==> src/rtl/hazard_unit.sv <==
// Pipeline hazard controller: resolves memory waits, taken branches and load-use
// hazards into stall/flush controls, and keeps saturating stall/flush counters.
module hazard_unit (
    input  logic        clk,
    input  logic        reset,
    input  logic [4:0]  id_rs1end,
    input  logic [4:0]  id_rs2end,
    input  logic        id_usesRs1,
    input  logic        id_usesRs2,
    input  logic [4:0]  ex_rd,
    input  logic        ex_lw,
    input  logic        ex_EscReg,
    input  logic        branch_taken,
    input  logic        mem_ready,
    input  logic        countClr,
    output logic        pcStall,
    output logic        ifidStall,
    output logic        idexStall,
    output logic        ifidFlush,
    output logic        idexFlush,
    output logic [1:0]  state,
    output logic [31:0] stallCount,
    output logic [31:0] flushCount
);

    typedef enum logic [1:0] {
        RUN      = 2'd0,
        BUBBLE   = 2'd1,
        MEM_WAIT = 2'd2
    } state_t;

    state_t      state_q;
    state_t      state_n;
    logic        hazard_raw;
    logic        load_use;
    logic [31:0] stall_cnt;
    logic [31:0] flush_cnt;

    assign hazard_raw = ex_lw && ex_EscReg && (ex_rd != 5'd0) &&
                        ((id_usesRs1 && (id_rs1end == ex_rd)) ||
                         (id_usesRs2 && (id_rs2end == ex_rd)));

    // The bubble cycle already separated the load from its consumer.
    assign load_use = hazard_raw && (state_q != BUBBLE);

    always_ff @(posedge clk or negedge reset) begin
        if (!reset) begin
            state_q <= RUN;
        end else begin
            state_q <= state_n;
        end
    end

    always_comb begin
        state_n   = RUN;
        pcStall   = 1'b0;
        ifidStall = 1'b0;
        idexStall = 1'b0;
        ifidFlush = 1'b0;
        idexFlush = 1'b0;
        if (!reset) begin
            state_n = RUN;
        end else if (!mem_ready) begin
            // A pending branch flush waits here; EX is frozen so it reappears.
            state_n   = MEM_WAIT;
            pcStall   = 1'b1;
            ifidStall = 1'b1;
            idexStall = 1'b1;
        end else if (branch_taken) begin
            state_n   = RUN;
            ifidFlush = 1'b1;
            idexFlush = 1'b1;
        end else if (load_use) begin
            state_n   = (state_q == RUN) ? BUBBLE : RUN;
            pcStall   = 1'b1;
            ifidStall = 1'b1;
            idexFlush = 1'b1;
        end else begin
            state_n = RUN;
        end
    end

    always_ff @(posedge clk or negedge reset) begin
        if (!reset) begin
            stall_cnt <= 32'd0;
            flush_cnt <= 32'd0;
        end else if (countClr) begin
            stall_cnt <= 32'd0;
            flush_cnt <= 32'd0;
        end else begin
            if (pcStall && (stall_cnt != 32'hFFFF_FFFF)) begin
                stall_cnt <= stall_cnt + 32'd1;
            end
            if (ifidFlush && (flush_cnt != 32'hFFFF_FFFF)) begin
                flush_cnt <= flush_cnt + 32'd1;
            end
        end
    end

    assign state      = state_q;
    assign stallCount = stall_cnt;
    assign flushCount = flush_cnt;

endmodule

==> config.mk <==
export PLATFORM = sky130hd
export DESIGN_NAME = hazard_unit
export DESIGN_NICKNAME = d
export VERILOG_FILES = /design/src/rtl/hazard_unit.sv
export SDC_FILE = /design/constraint.sdc
export NUM_CORES = 1
export LEC_CHECK = 0
export CAP_MARGIN = 20
export CORE_UTILIZATION = 53
export CTS_CLUSTER_SIZE = 16
export DETAILED_ROUTE_END_ITERATION = 6
export HOLD_SLACK_MARGIN = 0.08
export PLACE_DENSITY = 0.82
export SKIP_LAST_GASP = 1
export SYNTH_ARGS = -nofsm -noshare
export SYNTH_HDL_FRONTEND = slang
export SYNTH_SLANG_ARGS = --single-unit
==> constraint.sdc <==
create_clock -name clk -period 5.49 [get_ports clk]
set_input_delay 0.549 -clock clk [delete_from_list [all_inputs] [get_ports clk]]
set_output_delay 0.549 -clock clk [all_outputs]
set_load 0.05 [all_outputs]
# After elaboration in Yosys (flattened, before gate mapping)
# Cells that the tools add are included.
[word_totals]
register_bits = 66
in_bits = 24
output_inout_bits = 71
elab_cells = 44
[classes]
addsub = 2
n_eq_ne = 5
n_mux = 21
reduce_logical = 13
[op_table]
columns = ["cell", "count"]
rows = [
  ["32-bit two-way mux", 4],
  ["32-bit by 1-bit adder with 32-bit output, second input constant", 2],
  ["32-bit != test, second input constant", 2],
  ["1-bit two-way mux", 15],
  ["5-bit == test", 2],
  ["1-bit logical AND", 8],
  ["5-bit nonzero test", 1],
  ["2-bit two-way mux", 2],
  ["2-bit nonzero test", 2],
  ["2-bit logical NOT", 1],
  ["2-bit by 1-bit != test with 1-bit output, second input constant", 1],
  ["1-bit logical OR", 1],
]

# Logic depth before layout (Yosys ltp)
# Gate-level depths: netlist of the first run.
[logic_depth]
word_depth = 12
ltp_mapped = 10
mapped_depth_nobuf = 7

# Least setup slack after synthesis of the first run
# OpenSTA, ideal clock, no wires.
[synth_timing]
path_kind = "in2out"
start = "input ex_rd[3]"
end = "output pcStall"
arrival_time_ps = 2044
required_ps = 4941
setup_slack_ps = 2897
cell_stages = 5
n_path_buf = 1
path_cell_list = "or4_1 > o211a_1 > nand3_1 > nand2_1 > buf_4"
[synth_between]
elab_chain_cells = 9
word_cells_on_any_way = 13
cone_classes = "2 x eq/ne; 4 x mux; 7 x reduce/logical"
[synth_rtl]
columns = ["element", "line_no", "text"]
rows = [
  ["from (decl)", "10", "input logic [4:0] ex_rd,"],
  ["5-bit == test (on tied branches)", "40, 41", ""],
  ["1-bit logical AND (on tied branches)", "40, 41", ""],
  ["1-bit logical OR", "40", "((id_usesRs1 && (id_rs1end == ex_rd)) ||"],
  ["1-bit logical AND (*)", "39", "assign hazard_raw = ex_lw && ex_EscReg && (ex_rd != 5'd0) &&"],
  ["1-bit logical AND (*)", "44", "assign load_use = hazard_raw && (state_q != BUBBLE);"],
  ["1-bit two-way mux (*) (4 in a row)", "--", ""],
  ["to (decl)", "16", "output logic pcStall,"],
]
# Mark *: on every way between the ends. The rest lies on a longest branch, timed or not.

# Worst setup path in the final report of the first run
[layout_timing]
start = "input ex_rd[3]"
end = "output ifidStall"
[layout_between]
elab_chain_cells = 9
word_cells_on_any_way = 13
cone_classes = "2 x eq/ne; 4 x mux; 7 x reduce/logical"
[layout_rtl]
columns = ["element", "line_no", "text"]
rows = [
  ["5-bit == test (on tied branches)", "40, 41", ""],
  ["1-bit logical AND (on tied branches)", "40, 41", ""],
  ["1-bit logical OR", "40", ""],
  ["1-bit logical AND (*)", "39", ""],
  ["1-bit logical AND (*)", "44", ""],
  ["1-bit two-way mux (*)", "73", "end else if (load_use) begin"],
  ["1-bit two-way mux (*)", "69", "end else if (branch_taken) begin"],
  ["1-bit two-way mux (*)", "63", "end else if (!mem_ready) begin"],
  ["1-bit two-way mux (*)", "61", "if (!reset) begin"],
  ["to (decl)", "17", "output logic ifidStall,"],
]
# Marked as above.

==> results of run 1 <==
## cell families (layout without fill, tap and decap cells)
logic type | count (synthesis) | count (layout) | share of synthesized area
and+or+nand+nor | 207 | 207 | 0.2973
DFF | 66 | 66 | 0.4400
AOI/OAI and AO/OA | 65 | 65 | 0.1127
xor gates and xnor gates | 39 | 39 | 0.09100
buffers and inverters | 25 | 121 | 0.03766
muxes | 5 | 5 | 0.01467
adders and majority gates | 2 | 2 | 0.006666
## metrics by stage
stage                     setup WS, ns  hold WS [ns]  instances
after floorplan                  2.897        0.2534        409
after global placement           2.204        0.4523        585
after detailed placement         2.187        0.4662        585
after CTS                        2.180        0.2826        601
after global routing             2.117        0.3172        601
final                            2.182        0.2705        601
## state kept, by name, indices dropped and copies added, names as in the netlist
| signal | count |
|---|---|
| stallCount | 32 |
| flushCount | 32 |
| state | 2 |
## report_power, final
part           leakage, nW  internal, mW  switching, mW
clock network        0.107         0.255          0.188
registers            0.921         0.487        0.00178
logic                0.841        0.0303         0.0496
total                 1.87         0.773          0.239
## layer usage
layer / vias up / share of wire / global-route usage
met4: 0 / 0.014 / 0.09545
met5: - / 0 / 0
li1: 1655 / - / -
met3: 12 / 0.053 / 0.04042
met1: 1712 / 0.45 / 0.3501
met2: 107 / 0.48 / 0.4214
## layout make-up
cell class | instances | area [um^2]
Clock inverter | 5 | 78.83
Timing Repair Buffer | 96 | 945.9
Inverter | 9 | 33.78
Clock buffer | 11 | 131.4
Multi-Input combinational cell | 318 | 1961
Sequential cell | 66 | 1652
Tap cell | 96 | 120.1
Fill cell | 528 | 1909
## worst max-delay path by stage
stage	start	end	slack, ns
2_1_floorplan	ex_rd[3]	pcStall	2.90
3_3_place_gp	ex_rd[3]	idexFlush	2.20
3_5_place_dp	ex_rd[3]	ifidStall	2.19
4_1_cts	ex_rd[3]	ifidStall	2.18
5_1_grt	ex_rd[3]	ifidStall	2.12
6_report	ex_rd[3]	ifidStall	2.18
## cell usage in the layout, fill, tap and decap left out, drive strengths merged, types with 7 or more instances in the layout
master and n:
or3 23, o31ai 8, clkdlybuf4s50 92, clkbuf 11, nand3 27, dfrtp 66, nand2 36, nand4 20
o21ai 19, xor2 22, or4 10, nor2 46, nor3 11, inv 9, and3 7, xnor2 17
a21oi 29
==> metrics.md, run 1 <==
| Metric | Value |
|---|---|
| Syn avg cell area | `9.178 um^2` |
| Final Critical Period | `3.309 ns` |
| Post-route design area | `4922 um^2` |
| Die ar. | `7423 um^2` |
| Initial antenna violation count | `0` |
| Worst path bufs/invs | `2` |
| Critical Path RT | `4.94 ns` |
| F_max | `302.3 MHz` |
| Unique masters post-synth | `51` |
| Total number of H-tree levels | `3` |
| Gr usage total | `0.2589` |
| Die Span X | `86.16 um` |
| Mapped Nets | `435` |
| Async SR Flop Fraction | `1.000` |
| Core area | `6832 um^2` |
| Crit path kind | `in2out` |
| Clock transition at path regs | `around 0.07 ns` |
| Nature of the critical path startpoint | `primary input` |
| Site Rows | `30` |
| Final setup vio count | `0` |
| Peak supply drop | `0.1395 mV` |
| Clock skew | `0.009524 ns` |
| Flip-flop and latch count after synthesis | `66` |
| Synthesized area | `3754 um^2` |
| Layout cells sized above 1 | `0.07129` |
| R2R Setup Slk | `2.69 ns` |
| Crit path top cell by count | `clkdlybuf4s50_1` |
| Die Height | `~86 um` |
| Clk_lat worst skew | `0.34 ns` |
| Fin Setup TNS | `0 ns` |
| # resized after CTS | `0` |
| Final period utilization | `0.6026` |
| CTS Buf Count | `9` |
| Worst R2R Path Depth | `7` |
| CTS Sinks | `66` |
| Ys Warns | `0` |
| Most frequent cell after synthesis | `dfrtp_1` |
| Outcome | `completed` |
| Post-route ant nets | `0` |
| Post-Route Utilization | `0.7205` |
| Routed Wire Length | `between 9000 and 10000 um` |
| R2r startpoint | `stallCount[0]$_DFFE_PN0P_` |
| Via Count | `3486` |
| Routability cong. | `0.8453` |
| Global-route wire length before repair | `15270 um` |
| Synth top area cells | `dfrtp_1 44%, xor2_1 5.1%, nor2_1 4.6%` |
| Max incr delay on CP | `0.71 ns` |
| Vias in the first global route | `around 3300` |
| Max Cap Violations | `0` |
| CP Depth | `6` |
| Pwr Total | `1.012 mW` |
| Post-CTS setup repair buffer count | `0` |
| CP Max Fanout | `3` |
| Delay-heaviest family, CP | `buffers and inverters` |
| CTS tree | `built` |
| Relative slew slack | `0.5011` |
| P&R area growth vs syn | `31.13%` |
| Clock Tree Root | `clkbuf_8` |
| Layout Nets | `526` |
| Cells after Synth | `about 410` |
| Drt via density | `5.800` |
| Share of the synthesized area in the top cell type | `0.4400` |
| Pins Over Slew Limit | `0` |
| Top Ports | `95` |
| Largest net degree at the start of global routing | `70` |
| Worst Hold Class | `in2async` |
| DRC violations left | `0` |
| Bufs on Longest Clock Path | `2` |
| RSZ-0062 raised after global routing | `false` |
| Hpwl dp | `6432 um` |
| Post-DP Area | `4712 um^2` |
| Cell area power density | `between 200 and 250 nW/um^2` |
| Worst setup EP type | `primary output` |
| Yosys top cell by area | `dfrtp_1` |
| Routed WL per cell | `15.29 um` |
| Drt initial violations | `about 280` |
| Initial core utilization | `0.5495` |
| Register area share after synthesis | `0.4400` |
| CTS Hold Buffers Added | `0` |
| I/O Buffers | `94` |
| Most frequent cells after synthesis | `66 x dfrtp_1, 46 x nor2_1, 35 x nand2_1, 29 x a21oi_1, 27 x nand3_1` |
| RR Endpoint | `stallCount[29]$_DFFE_PN0P_` |
| Final hold vios | `0` |
| TritonRoute pass-1 iters | `4` |
| Leak pwr | `about 1.9 nW` |
| GR Overflow Total | `0` |
| EDFF count, synth | `0` |
| Ant diodes | `0` |
| Worst path cell trace | `clkdlybuf4s50_1 > or4_1 > o211a_1 > nand3_1 > nand2_1 > clkdlybuf4s50_1` |
| Least-Margin Pin Slew | `roughly 0.75 ns` |
| Most common flop cell mapped by yosys | `dfrtp_1` |
| Worst Path Arrival | `approximately 2.8 ns` |
| Slowest CP cell | `clkdlybuf4s50_1` |
No activity file was read; power rests on OpenSTA's default activity.
==> run 2: changes to the inputs <==
CORE_UTILIZATION = 50   (was 53)
PLACE_DENSITY = 0.78   (was 0.82)
clock period = 3.1 ns   (was 5.49 ns; I/O delays follow)
==> run 2 against run 1 <==
Compared with the run above: flip-flop and latch count is the same; hold slack gained 0.10 ns; utilization shrank 4.0 points; setup slack lost 1.9 ns; combinational power grew 83%; critical path type unchanged; largest cell class unchanged; highest routed layer unchanged.
==> metrics.md, run 2 (synthesized netlist as in run 1, its figures left out) <==
| Metric | Value |
|---|---|
| Outcome | `completed` |
| Clock skew | `0.004610 ns` |
| CTS Sinks | `66` |
| Clock transition at path regs | `0.07 ns` |
| GR Overflow Total | `0` |
| Leak pwr | `1.875 nW` |
| F_max | `348.7 MHz` |
| Layout Nets | `531` |
| Clock Tree Root | `clkbuf_8` |
| Inst Count DP | `592` |
| Fin Setup TNS | `0 ns` |
| Top Ports | `95` |
| DRC violations left | `0` |
| Site Rows | `31` |
| Bufs on Longest Clock Path | `2` |
| Total number of H-tree levels | `3` |
| Most frequent cells in the layout | `92 x clkdlybuf4s50_1, 66 x dfrtp_1, 46 x nor2_1, 35 x nand2_1, 29 x a21oi_1` |
| Die ar. | `7858 um^2` |
| Routed WL per cell | `15.43 um` |
| I/O Buffers | `94` |
| Clk_lat worst skew | `roughly 0.33 ns` |
| Critical Path RT | `between 2 and 3 ns` |
| Crit path kind | `in2out` |
| # resized after CTS | `0` |
| Least-Margin Pin Slew | `0.8452 ns` |
| Post-route ant nets | `0` |
| Pins Over Slew Limit | `0` |
| Final hold vios | `0` |
| P&R area growth vs syn | `31.43%` |
| Drt via density | `5.723` |
| Global-route wire length before repair | `15170 um` |
| Layout cells sized above 1 | `0.07874` |
| Non-filler cells, final | `607` |
| Hpwl dp | `between 6000 and 7000 um` |
| Vias in the first global route | `3278` |
| TritonRoute pass-1 iters | `4` |
| Routed Wire Length | `about 9400 um` |
| Ant diodes | `0` |
| Fillers | `628` |
| Commonest non-fill, non-tap cell in the layout | `clkdlybuf4s50_1` |
| Die Span X | `roughly 89 um` |
| Initial core utilization | `0.5175` |
| Peak supply drop | `between 0.15 and 0.2 mV` |
| Worst setup EP type | `primary output` |
| Gr usage total | `0.2490` |
| Via Count | `3474` |
| WHS | `0.3745 ns` |
| Nature of the critical path startpoint | `primary input` |
| Drt initial violations | `141` |
| Routability cong. | `approximately 0.84` |
| Largest net degree at the start of global routing | `60` |
| Worst Hold Class | `in2async` |
| Max Cap Violations | `0` |
| Cell area power density | `339.6 nW/um^2` |
| Core area | `7253 um^2` |
| Initial antenna violation count | `0` |
| RSZ-0062 raised after global routing | `false` |
| CP Max Fanout | `3` |
| Die Height | `88.65 um` |
| Final setup vio count | `0` |
| CTS tree | `built` |
| Final period utilization | `0.9250` |
| CTS Buf Count | `9` |
| Worst Path Arrival | `2.56 ns` |
| Final Critical Period | `2.868 ns` |
| Relative slew slack | `0.4365` |
[run 2: cell count changes in the layout (fill, tap and decap cells not counted), sizes merged]
cell,delta
buf,+4
bufinv,-2
clkinv,-2
clkbuf,+1
clkinvlp,+1
dlygate4sd3,+1
[run 2: path summary, 6_finish.rpt]
path,from,endpoint,slack (ns),cells after the start
min in group clk,state[1]$_DFF_PN0_,state[0]$_DFF_PN0_,0.45,1
hold / removal,reset,state[0]$_DFF_PN0_,0.37,2
max in group asynchronous,reset,flushCount[17]$_DFFE_PN0P_,1.70,3
setup / recovery,ex_rd[1],pcStall,0.23,7
setup reg to reg,stallCount[0]$_DFFE_PN0P_,stallCount[1]$_DFFE_PN0P_,0.44,8
hold reg to reg,state[1]$_DFF_PN0_,state[0]$_DFF_PN0_,0.45,1
[run 2: timing repair]
action,4_1_cts,5_1_grt
setup buffers,0,0
hold buffers,1,0
endpoints found under the hold margin,7,0
[run 2: worst max-delay path, stage by stage]
cell	delay [ns]
clkdlybuf4s50_1	0.55
xnor2_1	0.15
nand4_1	0.17
o22ai_1	0.29
nand3_1	0.16
nand2_1	0.11
clkdlybuf4s50_1	0.81
[run 2: layout make-up]
type	instances	area, um^2	share of cell area
multi-input combinational	318	1961	0.3974
sequential	66	1652	0.3348
timing repair buffer	101	985.9	0.1998
clock buffer	12	165.2	0.03348
tap	99	123.9	0.02511
inverter	9	33.78	0.006848
clock inverter	2	12.51	0.002536
[run 2: stage by stage]
step                  util  setup slack [ns]  total power [mW]  instance area [um^2]
finish              0.6802            0.2324             1.675                  4933
global route        0.6802            0.1511             1.742                  4933
CTS                 0.6802            0.2459             1.684                  4933
detailed placement  0.6543            0.2480             1.029                  4746
global placement    0.6543            0.2958             1.026                  4746
floorplan                -            0.7044            0.9594                  3754
[run 2: metal layers]
| metal | global-route usage | part of all wire | vias up |
|---|---|---|---|
| met3 | 0.06157 | 0.046 | 12 |
| met1 | 0.2974 | 0.43 | 1711 |
| met2 | 0.4420 | 0.52 | 93 |
| li1 | - | - | 1658 |
| met5 | 0 | 0 | - |
| met4 | 0.07625 | 0.0090 | 0 |
[run 2: power breakdown]
group          total (mW)  switching, mW  leakage, nW  internal (mW)
sequential          0.866        0.00315        0.921          0.863
combinational       0.146         0.0892        0.864         0.0564
clock               0.663          0.318       0.0903          0.346
total                1.68          0.410         1.87           1.27
==> run 3: changes to the inputs <==
GPL_TIMING_DRIVEN = 1   (was unset)
==> results of run 3 <==
No change in the layout: final DEF, timing and power equal those of run 2.
